$ cat src/rtl/phase_sequencer.sv
`default_nettype none
// ============================================================================
// Module   : phase_sequencer
// Purpose  : Round-robin phase controller. It enables NUM_PHASES datapath
//            modules (Y-matrix update, write, integrate, ...) one at a time
//            in a fixed cyclic order. It advances on the done pulse of the
//            active phase, counts full cycles and reports completion and
//            protocol errors. It owns the bus-control enables.
// Revision : 1.0 - initial release
//
// Optional build macro:
//   PHASE_WATCHDOG_EN - per-phase watchdog. If a phase runs in_timeoutLimit
//                       cycles without an advance, op_timeout is set and the
//                       sequence is abandoned. Without the macro op_timeout
//                       is tied low and in_timeoutLimit is ignored.
//
// Ports:
//   clock           in   1           system clock
//   reset           in   1           synchronous reset, active low
//   soft_rst        in   1           synchronous soft reset; keeps error flags
//   in_start        in   1           start pulse, accepted only when idle
//   in_numIter      in   ITER_W      full cycles to run (0 = forever)
//   in_doneFlags    in   NUM_PHASES  per-phase done pulses
//   in_timeoutLimit in   TO_W        watchdog limit in cycles (0 = off)
//   op_phaseEnable  out  NUM_PHASES  one-hot phase enables
//   op_phaseIdx     out  IDX_W       index of the active phase
//   op_iterCount    out  ITER_W      completed full cycles
//   op_busy         out  1           sequence running
//   op_seqDone      out  1           one-cycle completion pulse
//   op_protocolErr  out  1           sticky unexpected-done flag
//   op_timeout      out  1           sticky watchdog flag
// ============================================================================
module phase_sequencer #(
  parameter int NUM_PHASES  = 3,
  parameter int START_PHASE = 0,
  parameter int ITER_W      = 8,
  parameter int TO_W        = 16,
  parameter int IDX_W       = $clog2(NUM_PHASES)
) (
  input  logic                  clock,
  input  logic                  reset,
  input  logic                  soft_rst,
  input  logic                  in_start,
  input  logic [ITER_W-1:0]     in_numIter,
  input  logic [NUM_PHASES-1:0] in_doneFlags,
  input  logic [TO_W-1:0]       in_timeoutLimit,
  output logic [NUM_PHASES-1:0] op_phaseEnable,
  output logic [IDX_W-1:0]      op_phaseIdx,
  output logic [ITER_W-1:0]     op_iterCount,
  output logic                  op_busy,
  output logic                  op_seqDone,
  output logic                  op_protocolErr,
  output logic                  op_timeout
);

  // --------------------------------------------------------------------------
  // Constants
  // --------------------------------------------------------------------------
  localparam logic [1:0] c_st_idle   = 2'd0;
  localparam logic [1:0] c_st_run    = 2'd1;
  localparam logic [1:0] c_st_finish = 2'd2;

  localparam logic [IDX_W-1:0]      c_start_idx = IDX_W'(START_PHASE);
  localparam logic [IDX_W-1:0]      c_last_idx  = IDX_W'(NUM_PHASES - 1);
  localparam logic [NUM_PHASES-1:0] c_one       = NUM_PHASES'(1);

  // --------------------------------------------------------------------------
  // State and registers
  // --------------------------------------------------------------------------
  logic [1:0]                  state_q,    state_d;
  logic [IDX_W-1:0]            idx_q,      idx_d;
  logic [ITER_W-1:0]           iter_q,     iter_d;
  logic [ITER_W-1:0]           limit_q,    limit_d;
  logic [NUM_PHASES-1:0]       en_q,       en_d;
  logic                        busy_q,     busy_d;
  logic                        seq_q,      seq_d;
  logic                        perr_q,     perr_d;
  logic                        tout_q,     tout_d;
  // Phase that was active in the previous cycle, valid only right after an
  // advance; its done bit is forgiven for one cycle (two-cycle done pulses).
  logic [IDX_W-1:0]            prev_idx_q, prev_idx_d;
  logic                        mask_vld_q, mask_vld_d;
  // Per-phase count of consecutive high done cycles, saturating at 2.
  logic [NUM_PHASES-1:0][1:0]  hold_q,     hold_d;

  // --------------------------------------------------------------------------
  // Combinational helpers
  // --------------------------------------------------------------------------
  logic [NUM_PHASES-1:0]       w_active_oh;
  logic [NUM_PHASES-1:0]       w_mask_oh;
  logic [NUM_PHASES-1:0]       w_long;
  logic [NUM_PHASES-1:0][1:0]  w_hold_upd;
  logic                        w_advance;
  logic                        w_stray;
  logic                        w_wrap;
  logic                        w_finish;
  logic                        w_wd_expire;
  logic [IDX_W-1:0]            w_idx_next;
  logic [ITER_W-1:0]           w_iter_inc;

  assign w_active_oh = c_one << idx_q;
  assign w_mask_oh   = mask_vld_q ? (c_one << prev_idx_q) : '0;
  assign w_advance   = (state_q == c_st_run) && (|(in_doneFlags & w_active_oh));
  // Any done bit that is neither the active phase nor the forgiven one.
  assign w_stray     = |(in_doneFlags & ~w_active_oh & ~w_mask_oh);
  assign w_idx_next  = (idx_q == c_last_idx) ? '0 : idx_q + IDX_W'(1);
  assign w_wrap      = w_advance && (idx_q == c_last_idx);
  assign w_iter_inc  = iter_q + ITER_W'(1);
  assign w_finish    = w_wrap && (limit_q != '0) && (w_iter_inc == limit_q);

  generate
    for (genvar gi = 0; gi < NUM_PHASES; gi++) begin : g_hold
      // A third consecutive high cycle on any done bit is a protocol error.
      assign w_long[gi]     = in_doneFlags[gi] && (hold_q[gi] == 2'd2);
      assign w_hold_upd[gi] = !in_doneFlags[gi]     ? 2'd0 :
                              (hold_q[gi] == 2'd2)  ? 2'd2 :
                                                      hold_q[gi] + 2'd1;
    end
  endgenerate

  // --------------------------------------------------------------------------
  // Watchdog
  // --------------------------------------------------------------------------
`ifdef PHASE_WATCHDOG_EN
  logic [TO_W-1:0] wd_q, wd_d;

  // The counter holds the number of RUN cycles spent in the current phase
  // minus one, so reaching limit-1 with no advance means limit cycles elapsed.
  assign w_wd_expire = (state_q == c_st_run) && !w_advance &&
                       (in_timeoutLimit != '0) &&
                       (wd_q == in_timeoutLimit - TO_W'(1));

  always_comb begin
    wd_d = wd_q;
    if (soft_rst) begin
      wd_d = '0;
    end else if ((state_q == c_st_idle) && in_start) begin
      wd_d = '0;
    end else if (state_q == c_st_run) begin
      wd_d = w_advance ? '0 : wd_q + TO_W'(1);
    end
  end

  always_ff @(posedge clock) begin
    if (!reset) begin
      wd_q <= '0;
    end else begin
      wd_q <= wd_d;
    end
  end
`else
  logic w_unused_to;

  assign w_wd_expire = 1'b0;
  assign w_unused_to = ^in_timeoutLimit;
`endif

  // --------------------------------------------------------------------------
  // State register
  // --------------------------------------------------------------------------
  always_ff @(posedge clock) begin
    if (!reset) begin
      state_q    <= c_st_idle;
      idx_q      <= c_start_idx;
      iter_q     <= '0;
      limit_q    <= '0;
      en_q       <= '0;
      busy_q     <= 1'b0;
      seq_q      <= 1'b0;
      perr_q     <= 1'b0;
      tout_q     <= 1'b0;
      prev_idx_q <= c_start_idx;
      mask_vld_q <= 1'b0;
      hold_q     <= '0;
    end else begin
      state_q    <= state_d;
      idx_q      <= idx_d;
      iter_q     <= iter_d;
      limit_q    <= limit_d;
      en_q       <= en_d;
      busy_q     <= busy_d;
      seq_q      <= seq_d;
      perr_q     <= perr_d;
      tout_q     <= tout_d;
      prev_idx_q <= prev_idx_d;
      mask_vld_q <= mask_vld_d;
      hold_q     <= hold_d;
    end
  end

  // --------------------------------------------------------------------------
  // Next-state logic
  // --------------------------------------------------------------------------
  always_comb begin
    state_d    = state_q;
    idx_d      = idx_q;
    iter_d     = iter_q;
    limit_d    = limit_q;
    perr_d     = perr_q;
    tout_d     = tout_q;
    prev_idx_d = idx_q;
    mask_vld_d = 1'b0;
    hold_d     = '0;

    if (soft_rst) begin
      // Error flags deliberately survive a soft reset.
      state_d = c_st_idle;
      idx_d   = c_start_idx;
      iter_d  = '0;
    end else begin
      case (state_q)
        c_st_idle: begin
          if (in_start) begin
            state_d = c_st_run;
            idx_d   = c_start_idx;
            iter_d  = '0;
            limit_d = in_numIter;
          end
        end

        c_st_run: begin
          hold_d = w_hold_upd;
          if (w_stray || (|w_long)) begin
            perr_d = 1'b1;
          end
          if (w_advance) begin
            idx_d      = w_idx_next;
            mask_vld_d = 1'b1;
            if (w_wrap) begin
              iter_d = w_iter_inc;
              if (w_finish) begin
                state_d = c_st_finish;
              end
            end
          end else if (w_wd_expire) begin
            // Abandon the sequence; no completion pulse is issued.
            tout_d  = 1'b1;
            state_d = c_st_idle;
          end
        end

        c_st_finish: begin
          state_d = c_st_idle;
        end

        default: begin
          state_d = c_st_idle;
        end
      endcase
    end
  end

  // --------------------------------------------------------------------------
  // Output logic (decoded from the next state so outputs come from flops)
  // --------------------------------------------------------------------------
  always_comb begin
    en_d   = '0;
    busy_d = 1'b0;
    seq_d  = 1'b0;
    case (state_d)
      c_st_run: begin
        en_d   = c_one << idx_d;
        busy_d = 1'b1;
      end
      c_st_finish: begin
        seq_d = 1'b1;
      end
      default: begin
        en_d = '0;
      end
    endcase
  end

  assign op_phaseEnable = en_q;
  assign op_phaseIdx    = idx_q;
  assign op_iterCount   = iter_q;
  assign op_busy        = busy_q;
  assign op_seqDone     = seq_q;
  assign op_protocolErr = perr_q;
  assign op_timeout     = tout_q;

endmodule
`default_nettype wire

$ cat config.mk
export PLATFORM = sky130hd
export DESIGN_NAME = phase_sequencer
export DESIGN_NICKNAME = d
export VERILOG_FILES = /design/src/rtl/phase_sequencer.sv
export SDC_FILE = /design/constraint.sdc
export NUM_CORES = 1
export LEC_CHECK = 0
export BUFFER_PORTS_ARGS = -buffer_cell sky130_fd_sc_hd__buf_2
export CAP_MARGIN = 10
export CORE_AREA = 5 5 67 69
export CTS_CLUSTER_DIAMETER = 60
export DETAILED_ROUTE_END_ITERATION = 8
export DIE_AREA = 0 0 72 74
export GPL_TIMING_DRIVEN = 1
export HOLD_SLACK_MARGIN = 0.06
export PLACE_DENSITY_LB_ADDON = 0.1
export REMOVE_ABC_BUFFERS = 1
export SLEW_MARGIN = 30
export SYNTH_ARGS = -nofsm -noshare
export SYNTH_HDL_FRONTEND = slang
export SYNTH_SLANG_ARGS = --single-unit
$ cat constraint.sdc
create_clock -name clock -period 1.92 [get_ports clock]
set_clock_uncertainty 0.15 [all_clocks]
set_input_delay 0.384 -clock clock [delete_from_list [all_inputs] [get_ports clock]]
set_output_delay 0.384 -clock clock [all_outputs]
set_load 0.02 [all_outputs]
Word level (Yosys, flattened, before mapping):

Cells that the tools add are included.

* flip-flop bits (word level): 35
* input bits: 31
* output and inout bits: 17
* logic and storage cells: 94

* add/subtract/negate cells: 5
* eq/ne operators: 11
* shift-type cells: 3
* muxes and demuxes: 22
* bitwise gates (word level): 11
* reductions and logical operators: 26

Operators by type and width (number)
* two-way mux 2 bit: 12
* two-way mux 8 bit: 3
* one-hot mux 8 bit (2 select lines): 1
* OR reduction 5 bit: 3
* OR reduction 3 bit: 4
* OR reduction 4 bit: 3
* == test 2 bit (second input constant): 5
* AND 3 bit: 3
* left shift 1 x 2 -> 3 bit (first input constant): 3
* adder 2 x 1 -> 2 bit (second input constant): 4
* adder 8 x 1 -> 8 bit (second input constant): 1
* == test 8 bit: 1
* one-hot mux 2 bit (2 select lines): 2
* nonzero test 8 bit: 1
* logical AND 1 bit: 7
* != test 2 bit (second input constant): 3
* NOT 1 bit: 6
* NOT 3 bit: 2
* AND reduction 3 bit: 2
* == test 2 x 1 -> 1 bit (second input constant): 2
* AND reduction 4 bit: 1
* two-way mux 1 bit: 3
* two-way mux 3 bit: 1
* zero test 2 bit: 1
* other kinds (4): 4

Logic depth before layout (Yosys ltp):

* depth in word-level cells: 14
* depth in mapped cells: 7
* gate-level depth less buffers: 6

Least setup slack after synthesis:

No wires, ideal clock.

* path type: reg2reg
* from: reg iter_q[1] (netlist: op_iterCount[1])
* to: reg seq_q (netlist: op_seqDone)
* library setup time: 59 ps
* arrival time: 1879 ps
* required time: 1711 ps
* path slack: -169 ps
* cell stages (with the launch flop): 8
* buffers on the path: 1
* clock period less this slack: 2089 ps
* cells stage by stage: dfxtp_1 -> ha_1 -> buf_4 -> nand3_2 -> a311o_1 -> a311oi_1 -> and4bb_1 -> and2_1

* word-level cells in the longest chain between the ends: 10

RTL lines
* start, declared: line 72 `logic [ITER_W-1:0] iter_q, iter_d;`
* start signal, assigned: line 178 `iter_q <= iter_d;`
* adder 8 x 1 -> 8 bit: line 108 `assign w_iter_inc = iter_q + ITER_W'(1);`
* == test 8 bit: line 109 `assign w_finish = w_wrap && (limit_q != '0) && (w_iter_inc == limit_q);`
* logical AND 1 bit: line 109
* two-way mux 2 bit: line 231 `if (w_finish) begin`
* two-way mux 2 bit: line 229 `if (w_wrap) begin`
* two-way mux 2 bit: line 226 `if (w_advance) begin`
* one-hot mux 2 bit (2 select lines): line 211 `case (state_q)`
* two-way mux 2 bit: line 205 `if (soft_rst) begin`
* == test 2 bit: line 260 `case (state_d)`
* two-way mux 1 bit: line 260
* end signal, assigned: line 182 `seq_q <= seq_d;`
* end, declared: line 76 `logic seq_q, seq_d;`

No other way between the ends.
A chain may end at the register's enable or synchronous reset.

Worst setup path after layout:

* from: reg iter_q[1] (netlist: op_iterCount[1])
* to: reg state_q[1]

* word-level cells in the longest chain between the ends: 8

RTL lines
* adder 8 x 1 -> 8 bit: line 108
* == test 8 bit: line 109
* logical AND 1 bit: line 109
* two-way mux 2 bit: line 231
* two-way mux 2 bit: line 229
* two-way mux 2 bit: line 226
* one-hot mux 2 bit (2 select lines): line 211
* two-way mux 2 bit: line 205
* end signal, assigned: line 163 `state_q <= c_st_idle;`
* end signal, assigned: line 176 `state_q <= state_d;`
* end, declared: line 70 `logic [1:0] state_q, state_d;`

No other way between the ends.

==> results by stage <==
Worst setup path:
- The longest individual stage delay on the worst path is 0.36 ns.
- Grouping stages by cell kind, the critical path spends the most delay in compound AO/OA/AOI/OAI gates.
- The worst setup path is of the flop to flop kind.
- The capturing element type of the critical path is a flop.
- The number of buffers and inverters on the critical path is 0.
- Among all stages on the critical path, the largest delay is contributed by sky130_fd_sc_hd__dfxtp_2.
- Along the worst path, the maximum fanout reaches 6.
- The critical path goes through ha_4, nand3_2, a311o_1, a311oi_2, and4bb_2, and2_1.
- The startpoint class of the critical path is a flop.
- The data arrival time of the critical path is 1.98 ns.
- The data required time at the worst endpoint is 2.00 ns.

CTS:
- The number of clock sinks is 35.
- Clock tree synthesis selected as its root buffer the cell sky130_fd_sc_hd__clkbuf_8.
- The deepest clock path buffer count is 2.
- The insertion delay to the later sink of the worst-skew pair is 0.28 ns.
- TritonCTS built the clock tree.
- In this run the number of H-tree levels came out at 2.
- The cts-stage hold buffer count is 0.
- The clock slew seen by the registers of the worst setup and hold paths is 0.07 ns.
- The number of clock buffers added by TritonCTS is 5.

Timing:
- The max-slew violation total from the final report was 0.
- The final hold violation count is 0.
- Setup repair after global routing could not meet its margin everywhere.
- The number of failing setup endpoints in the final timing report is 0.
- For this run, the top clock speed supported by timing is 524 MHz.
- The worst path setup slack after routing is 0.0124 ns.
- Across all hold checks on the routed design, the worst slack comes to 0.199 ns.
- The final critical-path required period is 1.91 ns.
- Of the available clock period, the critical path in the final layout requires 0.994.
- The sum of negative setup slack is 0 ns.

Yosys:
- Of the synthesized area, sequential elements account for 0.410.
- Averaged over all synthesized cells, the footprint is 8.25 um2.
- Yosys mapped a number of flops with a built-in enable equal to 0.
- In the synthesized netlist, the number of instances is 207.
- The post-synthesis cell type count is 46.
- The most used flip-flop cell after synthesis is sky130_fd_sc_hd__dfxtp_1.
- In the synthesized netlist the async set-or-reset flop fraction comes to 0.
- Counting flops and latches in the post-synthesis netlist gives 35.
- The synthesis warning total is 0.
- After synthesis the cells add up to 1710 um2.

Power:
- The fraction of power consumed by the clock network is 0.364.
- The proportion of total power due to net switching is 0.232.
- The internal portion of total power is 1050 uW.
- The worst ir drop on vdd is 567 uV.
- The switching power is 317 uW.
- The share of total power dissipated in combinational logic is 0.087.
- Of the total power, registers draw 0.549.
- The design draws 1360 uW.
- In this run the power density over the cells is 632 nW/um2.
- In this run the static leakage power is 0.000882 uW.

GRT:
- The met2 track demand over resource is 0.251.
- The most utilized layer in the global route result is met2.
- For this run the aggregate overflow at the end of global routing stands at 0.
- Entering global routing, the biggest net connects 13 pins.
- The first global-routing pass estimated 6560 um of wire.
- The met3 capacity usage during global routing is 0.0365.
- The via count of the first global-routing pass is 1422.
- The initial antenna violation count was 0.
- For this run, global-route usage on met1 was measured as 0.212.
- For this run, the total global-route usage over all layers was measured as 0.155.

Routing:
- The first-pass iteration count of the detailed router is 5.
- Dividing the detail-routed via count by the number of cells gives 5.13.
- The total wire length is 4050 um.
- The first routing iteration left 126 violations.
- The total DRC errors in the routed layout is 0.
- The antenna violation net count after detailed routing is 0.
- The routed via count is 1590.
- The routed wirelength normalized by instance count is 13.1 um.

Floorplan:
- The floorplan step set the die width to 72 um.
- In this run the core area contains 23 standard-cell rows.
- The placeable core area is 3860 um2.
- The area enclosed by the die boundary is 5330 um2.
- The initial utilization of the core area, before any placement, comes to 0.443.
- The floorplan step set the die height to 74 um.
- During I/O placement, the number of pins put on the boundary was 48.

Status:
- The flow ran to the end, and the final reports show no timing, DRC or antenna violations.

Cells and area:
- Across the whole layout, storage elements account for 706 um2.
- The area taken by multi-input logic gates is 937 um2.
- At the end of the flow the core is filled with cells to 0.560.
- The top cell types in the final layout, fill and taps aside, are sky130_fd_sc_hd__dfxtp_1 (31), sky130_fd_sc_hd__buf_2 (30), sky130_fd_sc_hd__nand2_1 (27), sky130_fd_sc_hd__buf_4 (26), sky130_fd_sc_hd__nor2_1 (17).
- The area growth from synthesis to layout is 26.4%.
- The count of filler cells inserted in the layout is 388.
- The share of post-route cells with drive strength above 1 is 0.288.
- The most common library cell in the layout ignoring fill and taps is sky130_fd_sc_hd__dfxtp_1.
- The number of diodes added for antenna fixing is 0.
- For this run, the post-layout net count is 294.

Placement:
- Routability-driven placement finished with a final weighted congestion of 0.832.
- Detailed placement ended at an HPWL of 3000 um.
- The count of buffers inserted at the top-level ports is 30.
- At the placement stage, the worst setup path has a slack of -0.266 ns.

Run:
- Across the run, the number of max-cap violations was 0.

Hold path:
- The tightest min-delay check is of the input port to flop type.
-- state kept, by name (all words and copies together) (netlist names), 2 cells and up --
name and flops:
hold_q 6, limit_q 8, op_iterCount 8, op_phaseEnable 3
op_phaseIdx 2, prev_idx_q 2, state_q 2
-- synth_stat cells, drive strengths merged (3+ instances only) --
library cell / count / share of area
a32oi: 3 / 0.015
buf: 7 / 0.032
clkbuf: 4 / 0.0088
and2: 7 / 0.027
ha: 4 / 0.029
xnor2: 5 / 0.026
nor2: 17 / 0.037
nand3: 5 / 0.018
nor3b: 3 / 0.013
inv: 7 / 0.015
a31oi: 7 / 0.026
nor3: 8 / 0.023
dfxtp: 35 / 0.41
a21boi: 8 / 0.035
o21ai: 10 / 0.029
nand2b: 5 / 0.018
a21oi: 13 / 0.038
nand2: 27 / 0.059
nor2b: 5 / 0.018
-- through the flow --
step | std cells | area, um2
floorplan | 196 | 1640
global placement | 299 | 2020
detailed placement | 299 | 2020
CTS | 309 | 2140
global route | 310 | 2160
finish | 310 | 2160
-- logic make-up after synthesis --
logic type | after synthesis | share of synthesized area
simple gates | 89 | 0.267
compound gates | 53 | 0.199
flops | 35 | 0.410
buf+inv | 18 | 0.0557
xor+xnor | 7 | 0.0359
fa+ha+maj | 4 | 0.0293
other cells | 1 | 0.00220
-- routing by layer --
metal  up-vias  routed length, um
met5         -                  0
met4         0                 32
met3         5                159
met2        28               1840
met1       726               2020
li1        831                  -
-- power by group through the flow --
stage	Clock, uW	Combinational [uW]	Sequential (uW)
after global routing	546	132	750
final	497	119	749
after detailed placement	0	117	766
after floorplan	0	60.9	768
after global placement	0	117	765
after CTS	514	119	749
-- worst paths after layout --
check                   from    endpoint  slack, ns  depth (start not counted)
max          op_iterCount[1]  state_q[1]       0.01                          6
min            in_numIter[6]  limit_q[6]       0.20                          3
max reg2reg  op_iterCount[1]  state_q[1]       0.01                          6
min reg2reg        hold_q[2]   hold_q[2]       0.27                          1
-- worst register-to-register path: cells and delay by family (launching register included) --
family | cells | cell delay [ns]
AO/OA/AOI/OAI | 2 | 0.60
flip-flops | 1 | 0.36
AND/OR/NAND/NOR | 3 | 0.56
adder cells (fa/ha/maj) | 1 | 0.19
-- what timing repair did --
action,in CTS,in global routing
setup endpoints to repair,5,5
gates resized for setup,7,3
setup buffers,2,1
pin swaps,2,4
-- cell type report --
cell class	instances	area share
sequential	35	0.327
inverter	7	0.0122
multi-input combinational	154	0.434
clock buffer	7	0.0354
timing repair buffer	56	0.160
clock inverter	1	0.00232
tap	50	0.0290
Power figures use the tool's default switching activity.
